`src/rtl/seg_disp_pkg.sv`:
```
// Shared constants and helpers for the multiplexed 7-segment display path.
// Glyphs are active-low, bit order {g,f,e,d,c,b,a}.
package seg_disp_pkg;

   localparam int unsigned SEG_W      = 7;
   localparam int unsigned MAX_DIGITS = 16;
   localparam int unsigned IDX_W      = 4;

   localparam logic [SEG_W-1:0]      SEG_OFF = 7'h7F;
   localparam logic [MAX_DIGITS-1:0] ANO_OFF = '1;

   localparam logic [SEG_W-1:0] SEG_0    = 7'h40;
   localparam logic [SEG_W-1:0] SEG_1    = 7'h79;
   localparam logic [SEG_W-1:0] SEG_2    = 7'h24;
   localparam logic [SEG_W-1:0] SEG_3    = 7'h30;
   localparam logic [SEG_W-1:0] SEG_4    = 7'h19;
   localparam logic [SEG_W-1:0] SEG_5    = 7'h12;
   localparam logic [SEG_W-1:0] SEG_6    = 7'h02;
   localparam logic [SEG_W-1:0] SEG_7    = 7'h78;
   localparam logic [SEG_W-1:0] SEG_8    = 7'h00;
   localparam logic [SEG_W-1:0] SEG_9    = 7'h10;
   localparam logic [SEG_W-1:0] SEG_DASH = 7'h3F;

   // Active-low one-hot anode pattern; indices at or beyond n leave every anode off.
   function automatic logic [MAX_DIGITS-1:0] digit_onehot_n(input logic [IDX_W-1:0] idx,
                                                            input int unsigned       n);
      logic [MAX_DIGITS-1:0] r;
      r = ANO_OFF;
      if (32'(idx) < n) r[idx] = 1'b0;
      return r;
   endfunction

endpackage

```
`src/rtl/scan_timebase.sv`:
```
// Slot counter, digit index, frame pulse and blink phase for the display scanner.
module scan_timebase #(
   parameter int unsigned NUM_DIGITS = 4,
   parameter int unsigned DIV_W      = 18,
   parameter int unsigned BLINK_W    = 4,
   parameter int unsigned DIG_W      = $clog2(NUM_DIGITS)
) (
   input  logic             clk,
   input  logic             rst_n,
   input  logic             en,
   output logic [DIV_W-1:0] cnt,
   output logic [DIG_W-1:0] digit,
   output logic [DIG_W-1:0] digit_nxt_c,
   output logic             tick_c,
   output logic             frame_done,
   output logic             blink_ph
);

   logic               last_digit_c;
   logic               frame_end_c;
   logic [BLINK_W-1:0] frame_cnt;

   assign tick_c       = en & (&cnt);
   assign last_digit_c = (digit == DIG_W'(NUM_DIGITS - 1));
   assign frame_end_c  = tick_c & last_digit_c;

   always_comb begin
      digit_nxt_c = digit;
      if (tick_c) digit_nxt_c = last_digit_c ? '0 : digit + DIG_W'(1);
   end

   // Everything holds while en is low, so en edges can never fake a frame end.
   always_ff @(posedge clk or negedge rst_n) begin
      if (!rst_n) begin
         cnt        <= '0;
         digit      <= '0;
         frame_done <= 1'b0;
         frame_cnt  <= '0;
         blink_ph   <= 1'b0;
      end else begin
         if (en) cnt <= cnt + DIV_W'(1);
         digit      <= digit_nxt_c;
         frame_done <= frame_end_c;
         if (frame_end_c) begin
            frame_cnt <= frame_cnt + BLINK_W'(1);
            if (&frame_cnt) blink_ph <= ~blink_ph;
         end
      end
   end

endmodule

```
`src/rtl/seg_scan_driver.sv`:
```
// Time-multiplexed common-anode 7-segment driver with PWM brightness, blank and blink.
// Per-digit inputs are snapshotted at slot start so mid-slot changes never tear.
module seg_scan_driver
   import seg_disp_pkg::*;
#(
   parameter int unsigned NUM_DIGITS = 4,
   parameter int unsigned DIV_W      = 18,
   parameter int unsigned BRIGHT_W   = 3,
   parameter int unsigned BLINK_W    = 4
) (
   input  logic                        clk,
   input  logic                        rst_n,
   input  logic                        en,
   input  logic [SEG_W*NUM_DIGITS-1:0] seg_in,
   input  logic [NUM_DIGITS-1:0]       dot_in,
   input  logic [NUM_DIGITS-1:0]       blank,
   input  logic [NUM_DIGITS-1:0]       blink,
   input  logic [BRIGHT_W-1:0]         brightness,
   output logic [SEG_W-1:0]            seg,
   output logic                        dp,
   output logic [NUM_DIGITS-1:0]       ano,
   output logic                        frame_done
);

   localparam int unsigned DIG_W = $clog2(NUM_DIGITS);

   logic [DIV_W-1:0]      cnt;
   logic [DIG_W-1:0]      digit;
   logic [DIG_W-1:0]      digit_nxt_c;
   logic                  tick_c;
   logic                  blink_ph;

   logic                  first_q;
   logic [SEG_W-1:0]      seg_s;
   logic                  dot_s, blank_s, blink_s;
   logic [SEG_W-1:0]      seg_live_c, cur_seg_c;
   logic                  dot_live_c, blank_live_c, blink_live_c;
   logic                  cur_dot_c, cur_blank_c, cur_blink_c;
   logic [BRIGHT_W-1:0]   phase_c;
   logic                  lit_c;
   logic [NUM_DIGITS-1:0] ano_on_c;

   scan_timebase #(
      .NUM_DIGITS (NUM_DIGITS),
      .DIV_W      (DIV_W),
      .BLINK_W    (BLINK_W),
      .DIG_W      (DIG_W)
   ) u_timebase (
      .clk         (clk),
      .rst_n       (rst_n),
      .en          (en),
      .cnt         (cnt),
      .digit       (digit),
      .digit_nxt_c (digit_nxt_c),
      .tick_c      (tick_c),
      .frame_done  (frame_done),
      .blink_ph    (blink_ph)
   );

   // Live inputs of the digit that owns the upcoming slot.
   always_comb begin
      seg_live_c   = SEG_OFF;
      dot_live_c   = 1'b1;
      blank_live_c = 1'b1;
      blink_live_c = 1'b0;
      for (int unsigned i = 0; i < NUM_DIGITS; i++) begin
         if (digit_nxt_c == DIG_W'(i)) begin
            seg_live_c   = seg_in[SEG_W*i +: SEG_W];
            dot_live_c   = dot_in[i];
            blank_live_c = blank[i];
            blink_live_c = blink[i];
         end
      end
   end

   // first_q marks the cycle after reset release, before digit 0 has been captured.
   always_ff @(posedge clk or negedge rst_n) begin
      if (!rst_n) begin
         first_q <= 1'b1;
         seg_s   <= SEG_OFF;
         dot_s   <= 1'b1;
         blank_s <= 1'b1;
         blink_s <= 1'b0;
      end else begin
         first_q <= 1'b0;
         if (tick_c | first_q) begin
            seg_s   <= seg_live_c;
            dot_s   <= dot_live_c;
            blank_s <= blank_live_c;
            blink_s <= blink_live_c;
         end
      end
   end

   assign cur_seg_c   = first_q ? seg_live_c   : seg_s;
   assign cur_dot_c   = first_q ? dot_live_c   : dot_s;
   assign cur_blank_c = first_q ? blank_live_c : blank_s;
   assign cur_blink_c = first_q ? blink_live_c : blink_s;

   // Last clock of each slot is always dark: break-before-make between digits.
   assign phase_c  = cnt[DIV_W-1 -: BRIGHT_W];
   assign lit_c    = en & ~cur_blank_c & ~(cur_blink_c & blink_ph)
                   & (phase_c <= brightness) & ~(&cnt);
   assign ano_on_c = NUM_DIGITS'(digit_onehot_n(IDX_W'(digit), NUM_DIGITS));

   always_ff @(posedge clk or negedge rst_n) begin
      if (!rst_n) begin
         ano <= NUM_DIGITS'(ANO_OFF);
         seg <= SEG_OFF;
         dp  <= 1'b1;
      end else if (lit_c) begin
         ano <= ano_on_c;
         seg <= cur_seg_c;
         dp  <= cur_dot_c;
      end else begin
         ano <= NUM_DIGITS'(ANO_OFF);
         seg <= SEG_OFF;
         dp  <= 1'b1;
      end
   end

endmodule
```
`config.mk`:
```
export PLATFORM = sky130hd
export DESIGN_NAME = seg_scan_driver
export DESIGN_NICKNAME = d
export VERILOG_FILES = /design/src/rtl/seg_disp_pkg.sv /design/src/rtl/scan_timebase.sv /design/src/rtl/seg_scan_driver.sv
export SDC_FILE = /design/constraint.sdc
export NUM_CORES = 1
export LEC_CHECK = 0
export ABC_AREA = 1
export CORE_MARGIN = 2
export CORE_UTILIZATION = 34
export DETAILED_ROUTE_END_ITERATION = 6
export PLACE_DENSITY = 0.58
export SLEW_MARGIN = 40
export SYNTH_ARGS = -nofsm -noshare
export SYNTH_HDL_FRONTEND = slang
export SYNTH_SLANG_ARGS = --single-unit
```
`constraint.sdc`:
```
create_clock -name clk -period 2 [get_ports clk]
set_input_delay 0.3 -clock clk [delete_from_list [all_inputs] [get_ports clk]]
set_output_delay 0.3 -clock clk [all_outputs]
set_load 0.02 [all_outputs]
```
; Word-level counts from Yosys, hierarchy flattened
; Index checks and enable logic that the tools add are counted.
[totals]
mem_count = 0
out_inout_bits = 13
in_bits = 46
romBits = 0
latchBits = 0
regBits = 49
wordCells = 67
mem_bits_rw = 0
[op_classes]
n_mux = 27
n_eq_ne = 4
magnitude_cmp = 3
n_addsub = 3
mul = 0
n_div = 0
n_bitwise = 13
reduce_logical = 4
shifts = 0
[op_table]
columns = cell, count
row1 = 2-to-1 mux 7 bit, 6
row2 = adder 18 x 1 -> 18 bit (second input constant), 1
row3 = AND reduction 18 bit, 1
row4 = 2-to-1 mux 1 bit, 17
row5 = AND 1 bit, 7
row6 = equality test 2 bit (second input constant), 3
row7 = < comparator 2 x 5 -> 1 bit (second input constant), 1
row8 = AND reduction 5 bit, 1
row9 = adder 4 x 1 -> 4 bit (second input constant), 1
row10 = 2-to-1 mux 2 bit, 2
row11 = 2-to-1 mux 4 bit, 1
row12 = inverter 1 bit, 4
row13 = inverter 4 bit, 1
row14 = <= comparator 3 bit, 1
row15 = adder 2 x 1 -> 2 bit (second input constant), 1
row16 = demux 1 bit (select 2 bit), 1
row17 = equality test 2 x 1 -> 1 bit (second input constant), 1
row18 = >= comparator 2 x 1 -> 1 bit (second input constant), 1
row19 = zero test 2 bit, 1
row20 = logical AND 1 bit, 1
row21 = bitwise OR 1 bit, 1

; Logic depth before layout (Yosys ltp)
[logic_depth]
depth_word = 15
ltp_mapped = 16

; By module
; A second synthesis with hierarchy kept.
[unflattened]
hier_cells = 367
hier_area_um2 = 2872.8
[modules_own_cells]
columns = mod, area_each_um2, seq_area_each_um2, cells_per_inst, instances
row1 = seg_scan_driver, 1557.7, 603.1, 219, 1
row2 = scan_timebase, 1315.0, 650.6, 148, 1

; Worst setup path before layout
; Ideal clock, no wire load.
[synth_timing]
kind = reg2reg
startpoint = reg u_timebase.cnt[0]
endpoint = reg seg[2]
path_buffers = 1
path_slack_ps = 87
synth_period_minus_slack_ps = 1913
path_stages_with_launch = 15
arrival_time_ps = 1831
path_cell_list = dfrtp_1 ha_1 nand2_2 nor2_4 nand2_4 nor2_8 nand2_4 nand2_2 nand2_4 buf_6 or2_0 nand3_1 nand2_1 a21oi_2 nand3_2
[synth_via]
elab_chain_len = 15
elab_cells_between_ends = 31
cone_classes = eq/ne (3) / mux (17) / bitwise (9) / reduce/logical (2)
[synth_lines]
columns = item, line_no
row1 = start: declaration, scan_timebase.sv:11  ; output logic [DIV_W-1:0] cnt,
row2 = start signal: assignment, scan_timebase.sv:41  ; if (en) cnt <= cnt + DIV_W'(1);
row3 = AND reduction 18 bit (*), "scan_timebase.sv:23, seg_scan_driver.sv:103"
row4 = AND 1 bit, scan_timebase.sv:23  ; assign tick_c = en & (&cnt);
row5 = 2-to-1 mux 2 bit, scan_timebase.sv:29  ; if (tick_c) digit_nxt_c = last_digit_c ? '0 : digit + DIG_W'(1);
row6 = zero test 2 bit, seg_scan_driver.sv:67  ; if (digit_nxt_c == DIG_W'(i)) begin
row7 = 2-to-1 mux 1 bit (4 in a row), seg_scan_driver.sv:67
row8 = 2-to-1 mux 1 bit (on tied branches), "seg_scan_driver.sv:97, seg_scan_driver.sv:98"
row9 = inverter 1 bit / AND 1 bit (equally long branches), seg_scan_driver.sv:102  ; assign lit_c = en & ~cur_blank_c & ~(cur_blink_c & blink_ph)
row10 = AND 1 bit / inverter 1 bit (equally long branches), seg_scan_driver.sv:102
row11 = AND 1 bit, seg_scan_driver.sv:102
row12 = AND 1 bit (2 in a row), seg_scan_driver.sv:103  ; & (phase_c <= brightness) & ~(&cnt);
row13 = 2-to-1 mux 7 bit (*), seg_scan_driver.sv:111  ; end else if (lit_c) begin
row14 = end signal: assignment, seg_scan_driver.sv:113  ; seg <= cur_seg_c;
row15 = end: declaration, seg_scan_driver.sv:19  ; output logic [SEG_W-1:0] seg,
; Mark *: on every way between the ends. The rest lies on a longest branch, timed or not.
; A chain may end at the register's enable or synchronous reset.

; Final worst setup path
[layout_timing]
startpoint = reg u_timebase.cnt[1]
endpoint = reg dp
[layout_via]
elab_chain_len = 15
elab_cells_between_ends = 31
cone_classes = eq/ne (3) / mux (17) / bitwise (9) / reduce/logical (2)
[layout_lines]
columns = item, line_no
row1 = AND reduction 18 bit (*), "scan_timebase.sv:23, seg_scan_driver.sv:103"
row2 = AND 1 bit, scan_timebase.sv:23
row3 = 2-to-1 mux 2 bit, scan_timebase.sv:29
row4 = zero test 2 bit, seg_scan_driver.sv:67
row5 = 2-to-1 mux 1 bit (4 in a row), seg_scan_driver.sv:67
row6 = 2-to-1 mux 1 bit (on tied branches), "seg_scan_driver.sv:97, seg_scan_driver.sv:98"
row7 = inverter 1 bit / AND 1 bit (equally long branches), seg_scan_driver.sv:102
row8 = AND 1 bit / inverter 1 bit (equally long branches), seg_scan_driver.sv:102
row9 = AND 1 bit, seg_scan_driver.sv:102
row10 = AND 1 bit (2 in a row), seg_scan_driver.sv:103
row11 = 2-to-1 mux 1 bit (*), seg_scan_driver.sv:111
row12 = end signal: assignment, seg_scan_driver.sv:114  ; dp <= cur_dot_c;
row13 = end: declaration, seg_scan_driver.sv:20  ; output logic dp,
; Marked as above.

==> out/qor.yml <==
status: "finished, violations left"
violations: "negative setup slack"
overflow: 0
cp_max_fo: 7
cp-endpoint: "dp"
drive_above_1_share_pct: 31.6
synth_edf_count: 0
portBuffers: 58
slew_headroom_pct: 53.4
required_ns: 2.23
clk_pin_slew_ns: 0.10
max-cap-violations: 0
core_um2: 8130
detail-route-antenna-nets: 0
floorplan.die.height_um: 95.2
synth_largest_area_cell: "dfrtp_1"
p_switching_mw: 0.676
cts_sinks: 49
r2r_cells: 15
clkPwrFrac_pct: 28.9
cts_buffer_depth: 2
wirelength_um: 6440
synth_cell_types: 35
async_flop_share_pct: 100
switching_share_pct: 27.3
path_class: "reg -> reg"
routed_via_density: 4.40
grt_pass1_vias: 2265
h-tree-depth: 2
cp-end-kind: "flop"
synth_flop_cell: "dfrtp_1"
post_drt_wl_per_cell_um: 12.1
dieArea_um2: 9070
worstMarginPinSlew_ns: 0.697
finalSetupTns_ns: -0.252
ys_seq_elements: 49
leakagePower_nw: 2.01
seq_area_frac_synth_pct: 44.3
dp_hpwl_um: 4770
slew_viol_final: 0
combPwrFrac_pct: 24.0
skew_ns: 0.0147
nets: 481
min_period_ns: 2.04
fillers: 743
synth_fp_nets: 376
gp_congestion: 0.821
peakVddDrop_v: 0.000265
vias: 2340
fin_util_pct: 51.4
first_iter_violations: 171
synth_common_cells: "76 x nand2_1, 42 x inv_1, 28 x nand3_1"
numCtsBuffers: 5
grt_pass1_wl_um: 10800
cp.arrival_ns: 2.27
ys.warnings.count: 0
clock_latency_ns: 0.31
fmax_ghz: 0.490
netlist_instances: 321
antenna_cells: 0
cts_tree: "built"
finalSetupViolCount: 12
antenna_found_initial: 0
cp_slowest_cell: "dfrtp_1"
synth.avg_cell_area_um2: 8.82
netlist_area_um2: 2830
reg2reg_from: "u_timebase.cnt[1]"
setup_slack_ns: -0.0400
crit_path_start_kind: "flop"
period_share_pct: 102
yosys.area.top_type_share_pct: 23.9
min-delay-path-class: "in -> async"
start_util_pct: 34.8
root_buffer: "clkbuf_8"
rows: 33
r2r_setup_slack_ns: -0.04
p_per_area_nw_per_um2: 593
rsz0062_at_grt: "yes"
io_pins: 59
max_stage_delay_ns: 0.36
startpoint: "u_timebase.cnt[1]"
track_usage_pct: 15.3
synth_most_common_cell: "nand2_1"
power.internal_mw: 1.80
r2r-end: "dp"
firstDrtPassIters: 4
route.detailed.drc: 0
ys_top_cells_by_area: "dfrtp_1 24%, dfstp_2 20%, nand2_1 10%, inv_1 5.6%, nand3_1 5.0%"
power_frac_seq_pct: 47.1
area.growth.synth_to_final_pct: 47.6
hold_viol: 0
grt_max_degree: 50
die_w_um: 95.2
path_cells: "ha_2, nand2_2, nor2_4, nand2_4, nor2_8, nand3b_1, nand2_8, buf_12, nand3b_1, nand2_1, nand2_2, nand3_1, nand2_1, inv_2, nand3_2"
[per-layer routing]
layer	vias up	GRT usage, %	part of all wire (%)	wire length [µm]
li1	1227	-	-	-
met1	1056	23.5	52	3350
met2	52	21.8	43	2780
met3	5	2.61	3.4	220
met4	0	4.71	1.4	93
met5	-	0	0	0
[worst min-delay path by stage]
stage	end	slack, ns	cells after the start
2_1_floorplan	blink_s	0.004	0
3_3_place_gp	u_timebase.cnt[0]	0.45	2
3_5_place_dp	u_timebase.cnt[1]	0.44	2
4_1_cts	u_timebase.digit[1]	0.1	2
5_1_grt	u_timebase.cnt[15]	0.13	2
6_report	u_timebase.digit[1]	0.06	2
[worst max-delay path: cells and delay by family, from the launching register on]
family / cells / cell delay [ns]
adder cells (fa/ha/maj): 1 / 0.19
buffers and inverters: 2 / 0.17
AND/OR/NAND/NOR: 12 / 1.24
flip-flops: 1 / 0.36
[logic make-up (layout without fill, tap and decap cells)]
family | count (synthesis) | in the layout | share of synthesized area, %
DFF | 49 | 49 | 44.3
AOI/OAI and AO/OA | 21 | 21 | 4.02
buffers and inverters | 52 | 157 | 8.44
adders and majority gates | 9 | 9 | 3.98
muxes | 1 | 1 | 0.398
and+or+nand+nor | 168 | 169 | 32.5
xor gates and xnor gates | 20 | 20 | 6.19
other | 1 | 1 | 0.132
[layout by cell type (no fill, tap or decap), types with 2 or more instances in the layout]
cell and instances:
o21ai_1 8, buf_12 4, inv_2 2, nor2_1 12, inv_1 40, nand3b_1 12
nand2_4 7, a21oi_2 2, nor3_1 2, nand3_1 19, dfrtp_1 27, nor2_8 2
nand4_1 3, nand3_2 20, nand3_4 2, nand2_1 68, nor2_4 3, nand2_8 3
dfstp_2 22, xnor2_1 10, a21oi_1 2, clkbuf_16 2, clkdlybuf4s50_1 57, buf_6 2
nand2_2 10, xor2_1 10, o21ai_0 5, ha_1 8, nor2_2 2, clkbuf_8 5
buf_4 40
[registers in the layout (all words and copies together) (netlist names)]
name,flops
seg_s,7
ano,4
dot_s,1
dp,1
u_timebase.digit,2
blink_s,1
seg,7
blank_s,1
first_q,1
u_timebase.frame_done,1
u_timebase.blink_ph,1
u_timebase.cnt,18
u_timebase.frame_cnt,4
[repair_timing]
item                                    4_1_cts  5_1_grt
setup buffers                                 1        5
gates cloned                                  1        2
endpoints found under the setup margin       13       23
resized for setup                             6       38
pin swaps                                     0       19
hold buffers                                  0        0
[power groups by stage]
stage                     combinational, mW  clock (mW)  sequential, mW
after detailed placement              0.543           0            1.18
after global routing                  0.663       0.778            1.18
final                                 0.594       0.715            1.17
after CTS                             0.556       0.730            1.17
after global placement                0.535           0            1.18
after floorplan                       0.254           0            1.20
[area by class of cell]
type	instances	area (µm²)	area share [%]
clock buffer	5	68.8	1.65
clock inverter	3	41.3	0.988
inverter	43	164	3.92
multi-input combinational	221	1490	35.7
sequential	49	1250	30.0
tap	105	131	3.14
timing repair buffer	106	1030	24.6
[metrics by stage]
step / std cells / total power [mW] / cell area (µm²) / hold WS, ns / setup WS, ns
after floorplan: 321 / 1.45 / 2830 / 0.00441 / 0.0871
after global placement: 515 / 1.72 / 3810 / 0.445 / -0.280
after detailed placement: 515 / 1.73 / 3810 / 0.438 / -0.348
after CTS: 525 / 2.45 / 3970 / 0.0983 / -0.00140
after global routing: 532 / 2.62 / 4180 / 0.131 / -0.188
final: 532 / 2.48 / 4180 / 0.0647 / -0.0400
No activity file was read; power rests on OpenSTA's default activity.
